`config.mk`:
```
export PLATFORM = sky130hd
export DESIGN_NAME = nlms_out_buff_read_manager_flat
export DESIGN_NICKNAME = d
export VERILOG_FILES = /design/src/rtl/nlms_pkg.sv /design/src/rtl/nlms_out_buff_read_manager_if.sv /design/src/rtl/nlms_skid_fifo.sv /design/src/rtl/nlms_out_buff_read_manager.sv /design/src/flat_wrapper.sv
export SDC_FILE = /design/constraint.sdc
export NUM_CORES = 1
export LEC_CHECK = 0
export CORE_ASPECT_RATIO = 2
export CORE_MARGIN = 2
export CORE_UTILIZATION = 57
export DETAILED_ROUTE_END_ITERATION = 6
export PLACE_DENSITY = 0.85
export SETUP_SLACK_MARGIN = 0.15
export SLEW_MARGIN = 20
export SYNTH_ARGS = -nofsm -noshare
export SYNTH_HDL_FRONTEND = slang
export SYNTH_HIERARCHICAL = 1
export SYNTH_SLANG_ARGS = --single-unit
export TNS_END_PERCENT = 10
```
`constraint.sdc`:
```
create_clock -name clk -period 5.97 [get_ports clk]
set_input_delay 0.597 -clock clk [delete_from_list [all_inputs] [get_ports clk]]
set_output_delay 0.597 -clock clk [all_outputs]
set_load 0.02 [all_outputs]
```
`src/rtl/nlms_pkg.sv`:
```
// Shared types for the NLMS output-buffer read path.
package nlms_pkg;

  // Read-manager control states.
  typedef enum logic [1:0] {
    IDLE   = 2'd0,
    STREAM = 2'd1,
    DRAIN  = 2'd2
  } out_rd_state_t;

  // Prefetch FIFO depth; the read-issue rule is built around this value.
  localparam int OUT_RD_FIFO_DEPTH = 2;

endpackage

```
`src/rtl/nlms_out_buff_read_manager_if.sv`:
```
// Out-buffer read port plus the AXI4-Stream output, bundled for the read manager.
interface nlms_out_buff_read_manager_if #(
  parameter int SAMPLE_WIDTH = 16,
  parameter int ADDR_WIDTH   = 10
);
  logic                    out_buff_re;
  logic [ADDR_WIDTH-1:0]   out_buff_raddr;
  logic [SAMPLE_WIDTH-1:0] out_buff_rdata;
  logic [SAMPLE_WIDTH-1:0] m_axis_tdata;
  logic                    m_axis_tvalid;
  logic                    m_axis_tready;
  logic                    m_axis_tlast;

  // Read manager side: drives the buffer read port and the stream.
  modport master (
    output out_buff_re, out_buff_raddr, m_axis_tdata, m_axis_tvalid, m_axis_tlast,
    input  out_buff_rdata, m_axis_tready
  );

  // Buffer / downstream side.
  modport slave (
    input  out_buff_re, out_buff_raddr, m_axis_tdata, m_axis_tvalid, m_axis_tlast,
    output out_buff_rdata, m_axis_tready
  );
endinterface

```
`src/rtl/nlms_skid_fifo.sv`:
```
// 2-entry FIFO with a registered head; push and pop may coincide.
// The caller guarantees no push when full and no pop when empty.
module nlms_skid_fifo #(
  parameter int WIDTH = 16
) (
  input  logic             clk,
  input  logic             rst,
  input  logic             push,
  input  logic             pop,
  input  logic [WIDTH-1:0] din,
  output logic [WIDTH-1:0] head,
  output logic             valid,
  output logic [1:0]       count
);

  logic [1:0][WIDTH-1:0] mem;
  logic                  wr_ptr;
  logic                  rd_ptr;

  // Storage, pointers and occupancy; reset clears everything so head reads 0.
  always_ff @(posedge clk) begin
    if (rst) begin
      mem    <= '0;
      wr_ptr <= 1'b0;
      rd_ptr <= 1'b0;
      count  <= 2'd0;
    end else begin
      if (push) begin
        mem[wr_ptr] <= din;
        wr_ptr      <= ~wr_ptr;
      end
      if (pop) rd_ptr <= ~rd_ptr;
      case ({push, pop})
        2'b10:   count <= count + 2'd1;
        2'b01:   count <= count - 2'd1;
        default: count <= count;
      endcase
    end
  end

  // Head only moves on pop: a push lands in the other slot when non-empty.
  assign head  = mem[rd_ptr];
  assign valid = (count != 2'd0);

endmodule

```
`src/rtl/nlms_out_buff_read_manager.sv`:
```
// Streams a block of samples from the out buffer onto AXI4-Stream,
// prefetching through the buffer's 1-cycle read latency into a 2-entry FIFO.
module nlms_out_buff_read_manager
  import nlms_pkg::*;
#(
  parameter  int SAMPLE_WIDTH         = 16,
  parameter  int LOG2_X_D_BUFF_HEIGHT = 10,
  localparam int OUT_BUFF_ADDR_WIDTH  = LOG2_X_D_BUFF_HEIGHT
) (
  input  logic                         clk,
  input  logic                         rst,
  input  logic                         en,
  input  logic                         start,
  input  logic [OUT_BUFF_ADDR_WIDTH:0] sample_count,
  output logic                         busy,
  output logic                         done,
  nlms_out_buff_read_manager_if.master bus
);

  localparam int AW = OUT_BUFF_ADDR_WIDTH;
  localparam logic [AW:0] CNT_ONE = (AW+1)'(1);

  out_rd_state_t           state;
  logic [AW:0]             rem_reads;
  logic [AW:0]             rem_beats;
  logic [AW-1:0]           raddr;
  logic                    inflight;
  logic                    zero_done;

  logic [1:0]              fifo_count;
  logic                    fifo_valid;
  logic [SAMPLE_WIDTH-1:0] fifo_head;
  logic                    push;
  logic                    pop;
  logic [2:0]              occ;
  logic                    re;
  logic                    last_hs;

  // A handshake only counts while enabled; a returning read is pushed the
  // cycle after it was issued.
  assign pop     = en && fifo_valid && bus.m_axis_tready;
  assign push    = en && inflight;
  assign last_hs = pop && (rem_beats == CNT_ONE);

  // Projected occupancy after this cycle's pop, counting the read in flight.
  // Keeping it below 2 is what makes FIFO overflow impossible.
  assign occ = {1'b0, fifo_count} + {2'b0, inflight} - {2'b0, pop};
  assign re  = en && (state == STREAM) && (rem_reads != '0) && (occ < 3'd2);

  nlms_skid_fifo #(.WIDTH(SAMPLE_WIDTH)) u_fifo (
    .clk   (clk),
    .rst   (rst),
    .push  (push),
    .pop   (pop),
    .din   (bus.out_buff_rdata),
    .head  (fifo_head),
    .valid (fifo_valid),
    .count (fifo_count)
  );

  // Control FSM with its counters, read address and in-flight tracking.
  always_ff @(posedge clk) begin
    if (rst) begin
      state     <= IDLE;
      rem_reads <= '0;
      rem_beats <= '0;
      raddr     <= '0;
      inflight  <= 1'b0;
      zero_done <= 1'b0;
    end else if (en) begin
      inflight  <= re;
      zero_done <= 1'b0;
      if (re) begin
        rem_reads <= rem_reads - CNT_ONE;
        raddr     <= raddr + AW'(1);
      end
      if (pop) rem_beats <= rem_beats - CNT_ONE;
      case (state)
        IDLE: begin
          if (start) begin
            if (sample_count != '0) begin
              state     <= STREAM;
              rem_reads <= sample_count;
              rem_beats <= sample_count;
              raddr     <= '0;
            end else begin
              // Empty block: nothing to move, just acknowledge next cycle.
              zero_done <= 1'b1;
            end
          end
        end
        STREAM: begin
          if (last_hs)                           state <= IDLE;
          else if (re && rem_reads == CNT_ONE)   state <= DRAIN;
        end
        DRAIN: begin
          if (last_hs) state <= IDLE;
        end
        default: state <= IDLE;
      endcase
    end
  end

  // Done coincides with the final handshake so an N-sample block
  // completes in cycle N+2 after start.
  assign busy = (state != IDLE);
  assign done = zero_done || last_hs;

  assign bus.out_buff_re    = re;
  assign bus.out_buff_raddr = raddr;
  assign bus.m_axis_tdata   = fifo_head;
  assign bus.m_axis_tvalid  = fifo_valid;
  assign bus.m_axis_tlast   = fifo_valid && (rem_beats == CNT_ONE);

endmodule

```
`src/flat_wrapper.sv`:
```
// flat-port wrapper written by rule: the top's interface ports become plain ports
module nlms_out_buff_read_manager_flat import nlms_pkg::*;
#(
  parameter  int SAMPLE_WIDTH         = 16,
  parameter  int LOG2_X_D_BUFF_HEIGHT = 10,
  localparam int OUT_BUFF_ADDR_WIDTH  = LOG2_X_D_BUFF_HEIGHT
)
  (clk, rst, en, start, sample_count, busy, done, bus_out_buff_re, bus_out_buff_raddr, bus_m_axis_tdata, bus_m_axis_tvalid, bus_m_axis_tlast, bus_out_buff_rdata, bus_m_axis_tready);
  nlms_out_buff_read_manager_if #(.SAMPLE_WIDTH(SAMPLE_WIDTH), .ADDR_WIDTH(10)) bus_i ();
  input  logic clk;
  input  logic rst;
  input  logic en;
  input  logic start;
  input  logic [OUT_BUFF_ADDR_WIDTH:0] sample_count;
  output logic busy;
  output logic done;
  output wire logic [$bits(bus_i.out_buff_re)-1:0] bus_out_buff_re;
  output wire logic [$bits(bus_i.out_buff_raddr)-1:0] bus_out_buff_raddr;
  output wire logic [$bits(bus_i.m_axis_tdata)-1:0] bus_m_axis_tdata;
  output wire logic [$bits(bus_i.m_axis_tvalid)-1:0] bus_m_axis_tvalid;
  output wire logic [$bits(bus_i.m_axis_tlast)-1:0] bus_m_axis_tlast;
  input wire logic [$bits(bus_i.out_buff_rdata)-1:0] bus_out_buff_rdata;
  input wire logic [$bits(bus_i.m_axis_tready)-1:0] bus_m_axis_tready;
  assign bus_out_buff_re = bus_i.out_buff_re;
  assign bus_out_buff_raddr = bus_i.out_buff_raddr;
  assign bus_m_axis_tdata = bus_i.m_axis_tdata;
  assign bus_m_axis_tvalid = bus_i.m_axis_tvalid;
  assign bus_m_axis_tlast = bus_i.m_axis_tlast;
  assign bus_i.out_buff_rdata = bus_out_buff_rdata;
  assign bus_i.m_axis_tready = bus_m_axis_tready;
  nlms_out_buff_read_manager #(.SAMPLE_WIDTH(SAMPLE_WIDTH), .LOG2_X_D_BUFF_HEIGHT(LOG2_X_D_BUFF_HEIGHT)) u_core (.clk(clk), .rst(rst), .en(en), .start(start), .sample_count(sample_count), .busy(busy), .done(done), .bus(bus_i));
endmodule
```
# Yosys cells after proc, flatten, opt, wreduce, memory -nomap -nowiden

Index checks and enable logic that the tools add are counted.

$add $sub $neg: 7
$lt $le $gt $ge: 4
Eq/ne operators: 10
Mux-type cells: 27
Bitwise operators: 2
Reduce and logical (&&, ||, !) cells: 18

Operators with widths:

| cell                    | count |
|---|---|
| $mux W11                | 8 |
| $mux W16                | 3 |
| $mux W10                | 4 |
| $bwmux W32              | 1 |
| $eq A11 B1 Y1 const B   | 2 |
| $reduce_bool A11 Y1     | 2 |
| $sub A11 B1 Y11 const B | 2 |
| $demux W16 S1           | 1 |
| $add A10 B1 Y10 const B | 1 |
| $logic_and A1 B1 Y1     | 10 |
| $mux W2                 | 5 |
| $pmux W2 S3             | 1 |
| $reduce_bool A2 Y1      | 3 |
| $reduce_and A5 Y1       | 1 |
| $eq A2 B1 Y1 const B    | 2 |
| $eq A2 B2 Y1 const B    | 2 |
| $lt A1 B2 Y1 const B    | 2 |
| $ne A2 B1 Y1 const B    | 2 |
| $pmux W2 S2             | 1 |
| $add A2 B1 Y3           | 1 |
| $lt A3 B2 Y1 const B    | 1 |
| $mux W1                 | 3 |
| $ne A3 B2 Y1 const B    | 1 |
| $sub A3 B1 Y3           | 1 |
| 7 further kinds         | 8 |

Bits in registers: 72
Bits of input ports: 32
Output and inout port bits: 31
Word-level logic and storage cells: 79

# Depth between registers and ports, before layout

Gate-level depths: netlist of run 1.

Depth in word-level cells: 10
Depth in mapped cells: 11
Gate-level depth less buffers: 11

# Modules after synthesis

The synthesis of run 1 kept the hierarchy.

Modules (own cells, without submodules):

| module                     | instances | cells an instance | area an instance (sq um) | sequential area each (sq um) |
|---|---|---|---|---|
| nlms_out_buff_read_manager | 1         | 269               | 2132.0                   | 720.7 |
| nlms_skid_fifo             | 1         | 178               | 1492.7                   | 720.7 |

# Least setup slack after synthesis of run 1

No wires, ideal clock.

Path type: reg2out
From: register u_core.u_fifo.count[1]
To: output bus_out_buff_re
Arrival: 2.353 ns
Path slack: 3.020 ns
Cell stages (with the launch flop): 10
Path buffers: 0
Cell sequence: dfxtp_1 or2_2 nand3_1 and2_1 o21ai_0 fa_1 nand4b_2 nor2_2 nand2_1 inv_2

Longest elaborated chain between the ends: 6
Elaborated cells between the ends (all ways): 7

Ends and longest elaborated chain:

| element                           | line                             | source |
|---|---|---|
| start, declared                   | nlms_skid_fifo.sv:13             | `output logic [1:0] count` |
| start signal, assigned            | nlms_skid_fifo.sv:34             | `2'b10: count <= count + 2'd1;` |
| start signal, assigned            | nlms_skid_fifo.sv:35             | `2'b01: count <= count - 2'd1;` |
| start signal, assigned            | nlms_skid_fifo.sv:36             | `default: count <= count;` |
| $reduce_bool A2 Y1                | nlms_skid_fifo.sv:43             | `assign valid = (count != 2'd0);` |
| named net bus_m_axis_tvalid       | flat_wrapper.sv:20               | `output wire logic [$bits(bus_i.m_axis_tvalid)-1:0] bus_m_axis_tvalid;` |
| $logic_and A1 B1 Y1 (2 in series) | nlms_out_buff_read_manager.sv:41 | `assign pop = en && fifo_valid && bus.m_axis_tready;` |
| $sub A3 B1 Y3                     | nlms_out_buff_read_manager.sv:47 | `assign occ = {1'b0, fifo_count} + {2'b0, inflight} - {2'b0, pop};` |
| $lt A3 B2 Y1                      | nlms_out_buff_read_manager.sv:48 | `assign re = en && (state == STREAM) && (rem_reads != '0) && (occ < 3'd2);` |
| $logic_and A1 B1 Y1               | nlms_out_buff_read_manager.sv:48 |  |
| end, declared                     | flat_wrapper.sv:17               | `output wire logic [$bits(bus_i.out_buff_re)-1:0] bus_out_buff_re;` |

The timed path passes the listed nets, and every way through them passes these cells.

# Final worst setup path of run 1

From: input en
To: output bus_out_buff_re

Longest elaborated chain between the ends: 5
Elaborated cells between the ends (all ways): 7

Ends and longest elaborated chain:

| element                           | line                             | source |
|---|---|---|
| start, declared                   | flat_wrapper.sv:12               | `input logic en;` |
| $logic_and A1 B1 Y1 (2 in series) | nlms_out_buff_read_manager.sv:41 |  |
| $sub A3 B1 Y3                     | nlms_out_buff_read_manager.sv:47 |  |
| $lt A3 B2 Y1                      | nlms_out_buff_read_manager.sv:48 |  |
| $logic_and A1 B1 Y1 (*)           | nlms_out_buff_read_manager.sv:48 |  |

Mark *: on every way between the ends. The rest lies on a longest branch, timed or not.

==> impl_metrics.env, run 1 <==
export IMPL_reg2reg_from="u_core/u_fifo/count[1]"
export IMPL_pwr_share_seq=0.415
export IMPL_synth_ff_type="dfxtp_1"
export IMPL_maxCapViolCount=0
export IMPL_synth_edf_count=0
export IMPL_avgViaCountPerCell=5.95
export IMPL_grt_pass1_vias=3152
export IMPL_cts_resized=0
export IMPL_power_density_nw_per_um2=268
export IMPL_skew_ns=0.00920
export IMPL_ys_ff_latch=72
export IMPL_grt_pass1_wl_mm=14.8
export IMPL_synth_top_family_by_area="simple AND/OR/NAND/NOR gates"
export IMPL_synth_compound_area_share=0.182
export IMPL_grt_usage=0.278
export IMPL_first_iter_violations=344
export IMPL_fin_crit_ns=4.56
export IMPL_dr_pass1_iters=7
export IMPL_syn_to_final_growth_pct=26.0
export IMPL_cts_htree_levels=3
export IMPL_tightestPinTransition_ns=0.830
export IMPL_synth_most_common_cell="nand2_1"
export IMPL_critPathCaptureType="output port"
export IMPL_violations="design-rule violations"
export IMPL_cts_reportedPaths_clkPinSlew_ns=0.06
export IMPL_port_buffers=62
export IMPL_antenna_left=0
export IMPL_synth_area_leaders="dfxtp_1 40%, nand2_1 9.4%, a21oi_1 7.9%"
export IMPL_startpoint_type="input port"
export IMPL_pre_cts_ws_ns=1.51
export IMPL_initial_utilization=0.584
export IMPL_synth_seq_area_share=0.398
export IMPL_antenna_found_initial=0
export IMPL_max_stage_delay_ns=0.63
export IMPL_gp_congestion=0.925
export IMPL_reg2reg_depth=10
export IMPL_cts_buffers=9
export IMPL_clockBufferDepth=2
export IMPL_fin_tns_setup_ns=0
export IMPL_power_leakage_nw=1.60
export IMPL_synth_common_cells="91 x nand2_1, 72 x dfxtp_1, 57 x a21oi_1"
export IMPL_crit_reg2reg_capture="u_core/rem_reads[10]"
export IMPL_finalSetupViolCount=0
export IMPL_grt_max_degree=65
export IMPL_synthAdderAreaFrac=0.0262
export IMPL_switchingPower_mw=0.306
export IMPL_internal_power_mw=0.920
export IMPL_cts_sinks=72
export IMPL_routed_wl_mm=9.30
export IMPL_ctsHoldBuffers=0
export IMPL_yosysWarnings=6
export IMPL_die_w_microns=60.4
export IMPL_post_cts_setup_buffers=0
export IMPL_crit_end="bus_out_buff_re"
export IMPL_rsz0062_at_grt="false"
export IMPL_crit_path_max_fanout=24
export IMPL_cts_root_buffer="clkbuf_16"
export IMPL_wl_per_cell_microns=15.7
export IMPL_combPwrFrac=0.119
export IMPL_muxShareOfSynthArea=0.0497
export IMPL_r2r_setup_slack_ns=2.80
export IMPL_cp_common_cell="clkdlybuf4s50_1"
export IMPL_dpl_hpwl_mm=6.20
export IMPL_diodes=0
export IMPL_max_freq_ghz=0.219
export IMPL_required_ns=5.37
export IMPL_num_rows=41
export IMPL_routed_via_count=3522
export IMPL_netlist_instances=447
export IMPL_synthSimpleGateAreaFrac=0.273
export IMPL_p_sw_frac=0.250
export IMPL_cts_tree="built"
export IMPL_cpMaxStageDelayCell="clkdlybuf4s50_1"
export IMPL_postSynthAreaPerCell_sq_um=8.11
export IMPL_synth_top_cell_area_share=0.398
export IMPL_nets=540
export IMPL_hp_class="flop to flop"
export IMPL_cp_arrival_ns=3.96
export IMPL_placedInstanceArea_sq_um=4250
export IMPL_synth_nets=486
export IMPL_drive_above_1_share=0.0929
export IMPL_cp_startpoint="en"
export IMPL_die_area_sq_um=7050
export IMPL_die_h_microns=117
export IMPL_worstPathCellList="clkdlybuf4s50_1 -> buf_4 -> nand3_1 -> nor2_1 -> o21ai_0 -> fa_1 -> nand4b_2 -> nor2_2 -> nand2_1 -> inv_2 -> clkdlybuf4s50_1"
export IMPL_slew_headroom=0.446
export IMPL_drv_slew=0
export IMPL_drc=1
export IMPL_ios=63
export IMPL_core_area_sq_um=6210
export IMPL_p_clk_frac=0.466
export IMPL_synth_area_sq_um=3620
export IMPL_fin_ws_ns=1.41
export IMPL_synth_area_leader_cell="dfxtp_1"
export IMPL_final_hold_viol_count=0
export IMPL_status="finished, violations left"
export IMPL_gr_total_overflow=0
export IMPL_fin_area_sq_um=4570
export IMPL_crit_type="input port to output port"
export IMPL_worst_skew_pair_late_latency_ns=0.34
export IMPL_synth_xor_area_frac=0.0242
export IMPL_fillers=516
export IMPL_synth_cell_types=63
export IMPL_hold_ws_ns=0.451
export IMPL_fin_crit_sh=0.764
export IMPL_async_flop_share=0
export IMPL_vdd_drop_max_mv=0.239
==> registers in the layout, indices dropped and copies added, names as in the netlist <==
signal,flops
u_core/u_fifo/wr_ptr,1
u_core/u_fifo/count,2
u_core/u_fifo/rd_ptr,1
u_core/bus.out_buff_raddr,10
u_core/inflight,1
u_core/rem_beats,11
u_core/state,2
u_core/rem_reads,11
u_core/u_fifo/mem,32
u_core/zero_done,1
==> power by group through the flow <==
stage	Sequential [mW]	Combinational, mW	Clock [mW]
after floorplan	0.514	0.0897	0
after global placement	0.517	0.139	0
after detailed placement	0.518	0.141	0
after CTS	0.507	0.143	0.576
after global routing	0.509	0.158	0.598
final	0.508	0.146	0.571
==> per-layer routing <==
metal | up-vias | global-route usage | share of wire
met5 | - | 0 | 0
met1 | 1608 | 0.368 | 0.42
li1 | 1707 | - | -
met4 | 0 | 0.130 | 0.032
met2 | 175 | 0.419 | 0.47
met3 | 32 | 0.0670 | 0.075
==> cell type report <==
cell class                 instances  area (sq um)  area share
sequential                        72          1440       0.316
tap                               86           108      0.0236
inverter                          12          45.0     0.00987
multi-input combinational        340          2010       0.441
clock buffer                      11           233      0.0510
clock inverter                     5          81.3      0.0178
timing repair buffer              66           646       0.141
==> kinds of logic after synthesis <==
family / Yosys count
flip-flops: 72
buffers and inverters: 35
AO/OA/AOI/OAI: 110
AND/OR/NAND/NOR: 197
multiplexers: 16
adder cells (fa/ha/maj): 7
XOR/XNOR: 10
==> through the flow <==
stage,power (mW),std cells,util
CTS,1.23,592,0.736
detailed placement,0.659,576,0.685
global route,1.26,592,0.736
floorplan,0.604,447,-
finish,1.23,592,0.736
global placement,0.656,576,0.685
==> how the worst min path moves through the flow <==
stage                                  endpoint  cells past startpoint             startpoint  slack [ns]
after floorplan           u_core/u_fifo/mem[16]                      2  u_core/u_fifo/mem[16]        0.43
after CTS                 u_core/u_fifo/mem[24]                      2  u_core/u_fifo/mem[24]        0.45
after global placement    u_core/u_fifo/mem[17]                      2  u_core/u_fifo/mem[17]        0.44
final                     u_core/u_fifo/mem[19]                      2  u_core/u_fifo/mem[19]        0.45
after global routing       u_core/u_fifo/mem[3]                      2   u_core/u_fifo/mem[3]        0.47
after detailed placement  u_core/u_fifo/mem[19]                      2  u_core/u_fifo/mem[19]        0.45
==> critical path: cells and delay by family <==
family | cells | cell delay, ns
adder cells (fa/ha/maj) | 1 | 0.51
AND/OR/NAND/NOR | 5 | 1.17
AO/OA/AOI/OAI | 1 | 0.15
buffers and inverters | 4 | 1.53
==> placed cells by master (no fill, tap or decap), types with 6 or more instances in the layout <==
cell,n
nand2_1,91
dfxtp_1,72
clkdlybuf4s50_1,61
a21oi_1,57
nor2_1,21
nand3_1,17
mux2_2,16
o21ai_0,15
inv_1,11
nor3_1,10
clkbuf_16,9
nor4_1,9
nand4_1,6
ha_1,6
No activity file was read; power rests on OpenSTA's default activity.
==> run 2: changes to the inputs <==
CORE_UTILIZATION = 48   (was 57)
PLACE_DENSITY = 0.76   (was 0.85)
clock period = 3.7 ns   (was 5.97 ns; I/O delays follow)
==> impl_metrics.env, run 2 (synthesized netlist as in run 1, its figures left out) <==
export IMPL_port_buffers=62
export IMPL_hp_class="input port to flop"
export IMPL_worstPathCellList="or2_2 -> nand3_1 -> buf_4 -> and2_1 -> o21ai_0 -> fa_1 -> nand4b_2 -> nor2_2 -> nand2_1 -> inv_2 -> dlygate4sd2_1"
export IMPL_maxCapViolCount=0
export IMPL_power_leakage_nw=1.62
export IMPL_cts_buffers=9
export IMPL_top_regs="u_core/u_fifo/mem (32), u_core/rem_beats (11), u_core/rem_reads (11)"
export IMPL_fin_tns_setup_ns=0
export IMPL_grt_max_degree=38
export IMPL_cpMaxStageDelayCell="fa_1"
export IMPL_clockBufferDepth=2
export IMPL_dpl_hpwl_mm=7.42
export IMPL_initial_utilization=0.499
export IMPL_drc=0
export IMPL_antenna_found_initial=0
export IMPL_drv_slew=0
export IMPL_cts_htree_levels=3
export IMPL_antenna_left=0
export IMPL_avgViaCountPerCell=5.83
export IMPL_max_freq_ghz=0.304
export IMPL_routed_wl_mm=10.0
export IMPL_first_iter_violations=239
export IMPL_grt_usage=0.253
export IMPL_place_inst=588
export IMPL_top_register="u_core/u_fifo/mem"
export IMPL_core_area_sq_um=7270
export IMPL_worst_skew_pair_late_latency_ns=0.33
export IMPL_die_w_microns=65.4
export IMPL_regArea_sq_um=1440
export IMPL_critPathCaptureType="output port"
export IMPL_crit_type="flop to output port"
export IMPL_grt_pass1_wl_mm=16.3
export IMPL_rsz0062_at_grt="false"
export IMPL_nets=546
export IMPL_drive_above_1_share=0.102
export IMPL_cts_sinks=72
export IMPL_diodes=0
export IMPL_ios=63
export IMPL_crit_path_max_fanout=7
export IMPL_dr_pass1_iters=5
export IMPL_fin_crit_sh=0.888
export IMPL_startpoint_type="flop"
export IMPL_power_density_nw_per_um2=420
export IMPL_gp_congestion=0.935
export IMPL_status="complete, no violations"
export IMPL_slew_headroom=0.430
export IMPL_num_rows=44
export IMPL_required_ns=3.33
export IMPL_final_cell_mix="91 x nand2_1, 72 x dfxtp_1, 60 x clkdlybuf4s50_1"
export IMPL_placedInstanceArea_sq_um=4300
export IMPL_wl_per_cell_microns=16.6
export IMPL_die_area_sq_um=8300
export IMPL_final_common_cell="nand2_1"
export IMPL_max_stage_delay_ns=0.51
export IMPL_cts_tree="built"
export IMPL_cts_root_buffer="clkbuf_16"
export IMPL_largest_reg_flops=32
export IMPL_final_hold_viol_count=0
export IMPL_stdcell_count=604
export IMPL_fin_crit_ns=3.29
export IMPL_vdd_drop_max_mv=0.228
export IMPL_hold_ws_ns=0.351
export IMPL_skew_ns=0.00535
export IMPL_fin_area_sq_um=4600
export IMPL_syn_to_final_growth_pct=27.0
export IMPL_multi_input_area_sq_um=2010
export IMPL_fin_util=0.634
export IMPL_finalSetupViolCount=0
export IMPL_routed_via_count=3521
export IMPL_fillers=670
export IMPL_gr_total_overflow=0
export IMPL_post_cts_setup_buffers=0
export IMPL_grt_pass1_vias=3446
export IMPL_tightestPinTransition_ns=0.854
export IMPL_cp_arrival_ns=2.92
export IMPL_die_h_microns=127
export IMPL_cts_reportedPaths_clkPinSlew_ns=0.06
==> run 2: path summary, 6_finish.rpt <==
path / cells after the start / from / to / slack [ns]
worst max-delay path: 11 / u_core/u_fifo/count[1] / bus_out_buff_re / 0.41
worst min-delay path: 2 / rst / u_core/bus.out_buff_raddr[1] / 0.35
worst max register to register: 11 / u_core/u_fifo/count[1] / u_core/bus.out_buff_raddr[5] / 0.69
worst min register to register: 2 / u_core/u_fifo/mem[6] / u_core/u_fifo/mem[6] / 0.45
==> run 2: power by group <==
part | internal (mW) | switching (mW)
Clock | 0.559 | 0.311
Combinational | 0.101 | 0.143
Sequential | 0.797 | 0.0222
Total | 1.46 | 0.477
==> run 2: cell type report <==
| class | instances | share of cell area |
|---|---|---|
| Multi-Input combinational cell | 340 | 0.437 |
| Sequential cell | 72 | 0.313 |
| Timing Repair Buffer | 72 | 0.150 |
| Clock buffer | 14 | 0.0573 |
| Tap cell | 92 | 0.0250 |
| Inverter | 12 | 0.00978 |
| Clock inverter | 2 | 0.00815 |
==> run 2: what timing repair did <==
| item | CTS | global route |
|---|---|---|
| gates resized for setup | 1 | 0 |
| hold buffers | 0 | 0 |
| endpoints found under the setup margin | 1 | 0 |
| hold endpoints to repair | 0 | 0 |
==> run 2: routing by layer <==
| layer | vias to the layer above | GRT usage | wire length (microns) |
|---|---|---|---|
| met5 | - | 0 | 0 |
| met4 | 0 | 0.161 | 570 |
| met3 | 36 | 0.0363 | 488 |
| met2 | 127 | 0.451 | 5310 |
| met1 | 1641 | 0.270 | 3630 |
| li1 | 1717 | - | - |
==> run 2: worst max-delay path: cells and delay by family, from the launching register on <==
family	cells	cell delay, ns
AO/OA/AOI/OAI	1	0.09
adder cells (fa/ha/maj)	1	0.51
buffers and inverters	3	0.62
flip-flops	1	0.36
AND/OR/NAND/NOR	6	1.02
==> run 2: metrics by stage <==
| stage | setup WS (ns) | total power [mW] |
|---|---|---|
| after CTS | 0.393 | 1.95 |
| after detailed placement | 0.338 | 1.08 |
| final | 0.413 | 1.93 |
| after global placement | 0.342 | 1.07 |
| after global routing | 0.260 | 2.01 |
| after floorplan | 0.842 | 0.974 |
